**config.mk**
```make
export PLATFORM = sky130hd
export DESIGN_NAME = decoder_scoreboard
export DESIGN_NICKNAME = d
export VERILOG_FILES = /design/src/rtl/decoder_scoreboard.sv
export SDC_FILE = /design/constraint.sdc
export NUM_CORES = 1
export LEC_CHECK = 0
export BUFFER_PORTS_ARGS = -buffer_cell sky130_fd_sc_hd__buf_2
export CORE_MARGIN = 10
export CORE_UTILIZATION = 50
export CTS_CLUSTER_SIZE = 10
export DETAILED_ROUTE_END_ITERATION = 8
export GPL_ROUTABILITY_DRIVEN = 0
export GPL_TIMING_DRIVEN = 0
export PLACE_DENSITY = 0.88
export SYNTH_ARGS = -nofsm -noshare
export SYNTH_HDL_FRONTEND = slang
export SYNTH_SLANG_ARGS = --single-unit
```
**constraint.sdc**
```tcl
create_clock -name clk -period 11 [get_ports clk]
set_input_delay 2.2 -clock clk [delete_from_list [all_inputs] [get_ports clk]]
set_output_delay 2.2 -clock clk [all_outputs]
set_load 0.02 [all_outputs]
```
**src/rtl/decoder_scoreboard.sv**
```systemverilog
// Registered one-hot decoder alongside a busy-bit scoreboard that tracks pending writes.
// Issue sets a busy bit, writeback clears it, and both source operands are hazard-checked.
module decoder_scoreboard #(
    parameter int unsigned ADDR_W   = 4,
    parameter int unsigned ZERO_REG = 1
) (
    input  logic                   clk,
    input  logic                   rst_n,
    input  logic                   dec_en,
    input  logic [ADDR_W-1:0]      dec_addr,
    output logic [2**ADDR_W-1:0]   dec_onehot,
    output logic                   dec_valid,
    input  logic                   issue_en,
    input  logic [ADDR_W-1:0]      issue_addr,
    output logic                   issue_stall,
    input  logic                   wb_en,
    input  logic [ADDR_W-1:0]      wb_addr,
    output logic                   wb_err,
    input  logic [ADDR_W-1:0]      rs_addr,
    input  logic [ADDR_W-1:0]      rt_addr,
    output logic                   rs_hazard,
    output logic                   rt_hazard,
    output logic [2**ADDR_W-1:0]   busy,
    output logic [ADDR_W:0]        busy_count
);

    localparam int unsigned N  = 2**ADDR_W;
    localparam int unsigned CW = ADDR_W + 1;

    logic [N-1:0]  dec_onehot_q, dec_onehot_d;
    logic          dec_valid_q, dec_valid_d;
    logic [N-1:0]  busy_q, busy_d;
    logic [CW-1:0] busy_count_q, busy_count_d;
    logic          wb_err_q, wb_err_d;

    logic issue_ok, wb_ok, wb_hits_issue, issue_accept;

    // Index 0 is hardwired "never pending" when ZERO_REG is set.
    function automatic logic idx_ok(input logic [ADDR_W-1:0] a);
        return !((ZERO_REG != 0) && (a == '0));
    endfunction

    always_comb begin
        dec_onehot_d = '0;
        dec_valid_d  = dec_en;
        if (dec_en && idx_ok(dec_addr)) begin
            dec_onehot_d[dec_addr] = 1'b1;
        end
    end

    always_comb begin
        issue_ok      = issue_en && idx_ok(issue_addr);
        wb_ok         = wb_en && idx_ok(wb_addr);
        wb_hits_issue = wb_ok && (wb_addr == issue_addr);
        issue_stall   = issue_ok && busy_q[issue_addr] && !wb_hits_issue;
        issue_accept  = issue_ok && !issue_stall;

        busy_d   = busy_q;
        wb_err_d = wb_ok && !busy_q[wb_addr];
        if (wb_ok && busy_q[wb_addr]) begin
            busy_d[wb_addr] = 1'b0;
        end
        // Set after the clear so a same-cycle reissue keeps the bit (new producer wins).
        if (issue_accept) begin
            busy_d[issue_addr] = 1'b1;
        end
        busy_count_d = CW'($countones(busy_d));
    end

    // Writeback to the operand this cycle bypasses the hazard.
    always_comb begin
        rs_hazard = idx_ok(rs_addr) && busy_q[rs_addr] && !(wb_en && (wb_addr == rs_addr));
        rt_hazard = idx_ok(rt_addr) && busy_q[rt_addr] && !(wb_en && (wb_addr == rt_addr));
    end

    always_ff @(posedge clk or negedge rst_n) begin
        if (!rst_n) begin
            dec_onehot_q <= '0;
            dec_valid_q  <= 1'b0;
            busy_q       <= '0;
            busy_count_q <= '0;
            wb_err_q     <= 1'b0;
        end else begin
            dec_onehot_q <= dec_onehot_d;
            dec_valid_q  <= dec_valid_d;
            busy_q       <= busy_d;
            busy_count_q <= busy_count_d;
            wb_err_q     <= wb_err_d;
        end
    end

    assign dec_onehot = dec_onehot_q;
    assign dec_valid  = dec_valid_q;
    assign busy       = busy_q;
    assign busy_count = busy_count_q;
    assign wb_err     = wb_err_q;

endmodule

```
Yosys cells after proc, flatten, opt, wreduce, memory -nomap -nowiden

Index checks and enable logic that the tools add are counted.

Equality and inequality tests: 3
Bitwise operators: 3
Mux-type cells: 17
Reduce and logical (&&, ||, !) cells: 33
Magnitude comparators: 8
Add/sub/neg operators: 15

Operators with widths:

| kind                                                               | count |
|---|---|
| two-way mux 16 bit                                                 | 3 |
| < comparator 4 x 5 -> 1 bit (second input constant)                | 5 |
| zero test 4 bit                                                    | 5 |
| logical AND 1 bit                                                  | 18 |
| adder 1 x 1 -> 2 bit                                               | 8 |
| AND 16 bit                                                         | 1 |
| binary-select mux 1 bit (select 4 bit)                             | 4 |
| inverter 16 bit                                                    | 1 |
| bitwise OR 16 bit                                                  | 1 |
| adder 2 x 2 -> 3 bit                                               | 4 |
| demux 1 bit (select 4 bit)                                         | 3 |
| equality test 4 bit                                                | 3 |
| greater-or-equal comparator 4 x 1 -> 1 bit (second input constant) | 3 |
| zero test 1 bit                                                    | 10 |
| adder 3 x 3 -> 4 bit                                               | 2 |
| two-way mux 1 bit                                                  | 7 |
| adder 4 x 4 -> 5 bit                                               | 1 |

Bits in registers: 39
Output and inout port bits: 42
Input port bits: 25

Logic depth before layout (Yosys ltp)

Depth in word-level cells: 13
Mapped depth: 18

Worst setup path after synthesis

Ideal clock, no wire load.

Path kind: input-to-reg
Start: input issue_addr[1]
End: register busy_count_q[4], in the netlist busy_count[4]
Slack: 4.410 ns
Buffers on the path: 2
Arrival time: 6.471 ns
Data required time: 10.881 ns
Setup time: 0.119 ns
Stages on the path: 17
Path through: buf_6 mux4_2 mux2i_4 a21oi_2 buf_6 o41a_1 fa_1 fa_1 inv_1 fa_1 inv_1 fa_1 inv_1 ha_1 fa_1 a21oi_1 nor2b_1

Cells in the longest elaborated chain, start to end: 12
Elaborated cells between the ends (all ways): 34
Those cells by class: 15 x add/sub; 2 x order compare; 1 x eq/ne; 5 x mux; 1 x bitwise; 10 x reduce/logical

RTL lines:

| element                                                             | line | text |
|---|---|---|
| start, declared                                                     | 14   | `input logic [ADDR_W-1:0] issue_addr,` |
| branches (longest 7 deep; another with < comparator 4 x 5 -> 1 bit) | -    |  |
| two-way mux 16 bit *                                                | 64   | `if (issue_accept) begin` |
| adder 1 x 1 -> 2 bit (implied by the code)                          | 67   | `busy_count_d = CW'($countones(busy_d));` |
| adder 2 x 2 -> 3 bit (implied by the code)                          | 67   |  |
| adder 3 x 3 -> 4 bit (implied by the code)                          | 67   |  |
| adder 4 x 4 -> 5 bit (implied by the code) *                        | 67   |  |
| net busy_count_d[4]                                                 | 33   | `logic [CW-1:0] busy_count_q, busy_count_d;` |
| end signal, assigned                                                | 87   | `busy_count_q <= busy_count_d;` |
| end, declared                                                       | 33   |  |

Mark *: on every way through the listed nets, which the timed path passes. The select of a mux whose other input is x is not followed.

Final worst setup path

Start: input wb_addr[1]
End: register busy_count_q[4], in the netlist busy_count[4]

Cells in the longest elaborated chain, start to end: 13
Elaborated cells between the ends (all ways): 37
Those cells by class: 15 x add/sub; 2 x order compare; 1 x eq/ne; 6 x mux; 3 x bitwise; 10 x reduce/logical

RTL lines:

| element                                                                      | line   | text |
|---|---|---|
| start, declared                                                              | 17     | `input logic [ADDR_W-1:0] wb_addr,` |
| < comparator 4 x 5 -> 1 bit (implied by the code) (tied with other cells)    | 61     | `busy_d[wb_addr] = 1'b0;` |
| logical AND 1 bit (implied by the code) or zero test 1 bit (tied branches)   | 61, 40 |  |
| two-way mux 1 bit (implied by the code) or logical AND 1 bit (tied branches) | 61, 53 |  |
| demux 1 bit (select 4 bit) or logical AND 1 bit (tied branches)              | 61, 54 |  |
| inverter 16 bit (no source line) or zero test 1 bit (tied branches)          | -      |  |
| AND 16 bit (no source line) or logical AND 1 bit (tied branches)             | -      |  |
| two-way mux 16 bit or zero test 1 bit (tied branches)                        | 60, 56 |  |
| bitwise OR 16 bit (no source line) or logical AND 1 bit (tied branches)      | -      |  |
| two-way mux 16 bit *                                                         | 64     |  |
| adder 1 x 1 -> 2 bit (implied by the code)                                   | 67     |  |
| adder 2 x 2 -> 3 bit (implied by the code)                                   | 67     |  |
| adder 3 x 3 -> 4 bit (implied by the code)                                   | 67     |  |
| adder 4 x 4 -> 5 bit (implied by the code) *                                 | 67     |  |
| net busy_count_d[4]                                                          | 33     |  |

Mark *: on every way through the listed nets, which the timed path passes. The rest lies on a longest branch. The select of a mux whose other input is x is not followed.

==> run_results.csv <==
group,metric,value,unit
layout,layout_common_cells,"70 x buf_2, 39 x dfrtp_1, 24 x o21ai_0, 15 x inv_1, 14 x nor2_1",
timing,fin_ws,4410,ps
yosys,synthFlopType,"dfrtp_1",
layout,drive_gt1_share,34.7,%
clock_tree,cts_buffer_depth,2,
setup_path,critPathKind,"primary input to flip-flop",
clock_tree,postCtsSetupBuffers,0,
placement,dpl_worst_slack,4100,ps
layout,area_growth,19.5,%
power_and_ir_drop,p_leak,1.51,nW
clock_tree,postCtsHoldBufs,0,
yosys,syn_avg_cell_area,11.3,um2
drt,drtIter0Drc,169,
drt,drc_errors,0,
placement,dp_hpwl,5570,um
global_routing,grt_max_degree,40,
layout,n_antenna_cell,0,
yosys,synth_top_area_share,36.3,%
yosys,ys_seq_area_share,36.3,%
yosys,synthCells,237,
drt,vias,2255,
clock_tree,clk_latency,290,ps
yosys,yosysWarnings,0,
setup_path,arrival,6770,ps
drt,avgRoutedWirePerCell,19.1,um
yosys,syn-num-nets,277,
global_routing,grt_overflow,0,
layout,final.fill_count,420,
timing,fin_crit,6590,ps
timing,rsz0062_at_grt,"false",
timing,fin_crit_sh,59.9,%
power_and_ir_drop,power_density,280,nW/um2
timing,fin_skew,6.40,ps
timing,fmax,0.152,GHz
setup_path,crit_path_end_kind,"flip-flop",
yosys,synth_cell_types,43,
timing,fin_hold_ws,646,ps
timing,relSlewSlack,43.4,%
timing,maxSlewViolCount,0,
yosys,yosys.area.top_type,"dfrtp_1",
floorplanning,row_count,26,
floorplanning,start_util,51.9,%
placement,portBuffers,63,
drt,first_pass_iters,5,
run_status,status,"finished clean",
global_routing,grt_pass1_wl,11900,um
yosys,synth-edff-count,0,
floorplanning,die_w,93.3,um
yosys,syn-cell-area,2690,um2
job,maxCapViolCount,0,
timing,setup_tns,0,ps
worst_hold_path,hp-start,"busy[0]",
yosys,ys_async_sr_fraction,100,%
drt,finalWirelength,7230,um
clock_tree,clk_pin_slew,80,ps
setup_path,startpoint,"wb_addr[1]",
global_routing,groute.usage.overall,17.1,%
clock_tree,numCtsBuffers,5,
setup_path,r2r-start,"busy[10]",
clock_tree,root_buffer,"clkbuf_8",
timing,setup_viol,0,
floorplanning,pin_count,67,
clock_tree,ctsResizeCount,0,
floorplanning,dieArea,8700,um2
global_routing,grt_pass1_vias,2356,
yosys,ys_ff_latch,39,
setup_path,cp-start-kind,"primary input",
setup_path,cp_max_fo,10,
timing,worst_pin_slew,849,ps
clock_tree,htree_levels,2,
global_routing,antenna_found_initial,0,
power_and_ir_drop,ir_worst_vdd,0.273,mV
clock_tree,cts_tree,"built",
floorplanning,core_area,5170,um2
worst_hold_path,hold_class,"flip-flop to flip-flop",
floorplanning,die_h,93.3,um
drt,antenna_left,0,
drt,avgViaCountPerCell,5.97,
layout,final_common_cell,"buf_2",
yosys,yosys-top-cells-area,"dfrtp_1 36%, mux4_2 11%, fa_1 7.5%, o21ai_0 4.5%, mux2i_1 3.0%",
layout,layout.nets,347,
setup_path,worstPathRequired,11190,ps
timing,hold_viol,0,
clock_tree,clkSinkCount,39,
## through the flow
step | cells | power, mW | cell area (um2) | util [%]
after detailed placement | 370 | 0.766 | 3090 | 59.7
after CTS | 378 | 0.914 | 3210 | 62.0
after global placement | 370 | 0.745 | 3090 | 59.7
final | 378 | 0.899 | 3210 | 62.0
after floorplan | 237 | 0.611 | 2690 | -
after global routing | 378 | 1.00 | 3210 | 62.0
## registers in the layout (all words and copies together) (netlist names)
name and count:
wb_err 1, dec_valid 1, busy 16, dec_onehot 16, busy_count 5
## path summary, 6_finish.rpt
check / end / slack, ps / cells past startpoint
setup / recovery: busy_count[4] / 4410 / 18
hold / removal: busy[0] / 650 / 1
setup reg to reg: busy_count[4] / 6020 / 16
hold reg to reg: busy[0] / 650 / 1
max in group asynchronous: busy[15] / 8460 / 1
min in group asynchronous: dec_onehot[6] / 2010 / 1
## worst max-delay path, stage by stage
cell	delay, ps
buf_2	100
buf_2	190
xor2_1	190
nor4_4	350
a21oi_2	120
buf_6	150
o41a_1	420
fa_1	500
fa_1	560
inv_1	60
fa_1	500
inv_1	60
fa_1	500
inv_1	40
ha_1	200
fa_1	410
a21oi_1	160
nor2b_1	60
## kinds of logic (layout without fill, tap and decap cells)
group                    after synthesis  count (layout)  synth area share [%]
AO/OA/AOI/OAI                         53              53                  13.8
XOR/XNOR                              13              13                  4.24
adder cells (fa/ha/maj)               15              15                  9.79
buffers and inverters                 30             101                  5.36
flip-flops                            39              39                  36.3
multiplexers                          27              27                  17.9
other                                  1               1                 0.140
AND/OR/NAND/NOR                       59              59                  12.4
## layer usage
metal  global-route usage [%]  part of all wire (%)
met1                     20.2                    39
met2                     28.0                    49
met3                     4.56                   9.6
met4                     8.74                   3.1
met5                        0                     0
## report_power, final
group / switching, mW / internal, mW
registers: 0.0378 / 0.181
clock network: 0.0529 / 0.0746
logic: 0.313 / 0.240
## Yosys cell counts (7+ instances only)
library cell,count
dfrtp_1,39
o21ai_0,24
inv_1,15
nor2_1,14
mux4_2,13
fa_1,10
mux2i_1,8
xor2_1,8
buf_2,7
nand2_1,7
nand2b_1,7
o21a_1,7
## area by class of cell
cell class	instances	area, um2	share of cell area (%)
multi-input combinational	168	1570	48.8
sequential	39	976	30.4
timing repair buffer	63	315	9.82
buffer	15	87.6	2.73
tap	70	87.6	2.73
clock buffer	6	82.6	2.57
inverter	15	56.3	1.75
clock inverter	2	38.8	1.21
(Power assumes the default switching activity.)
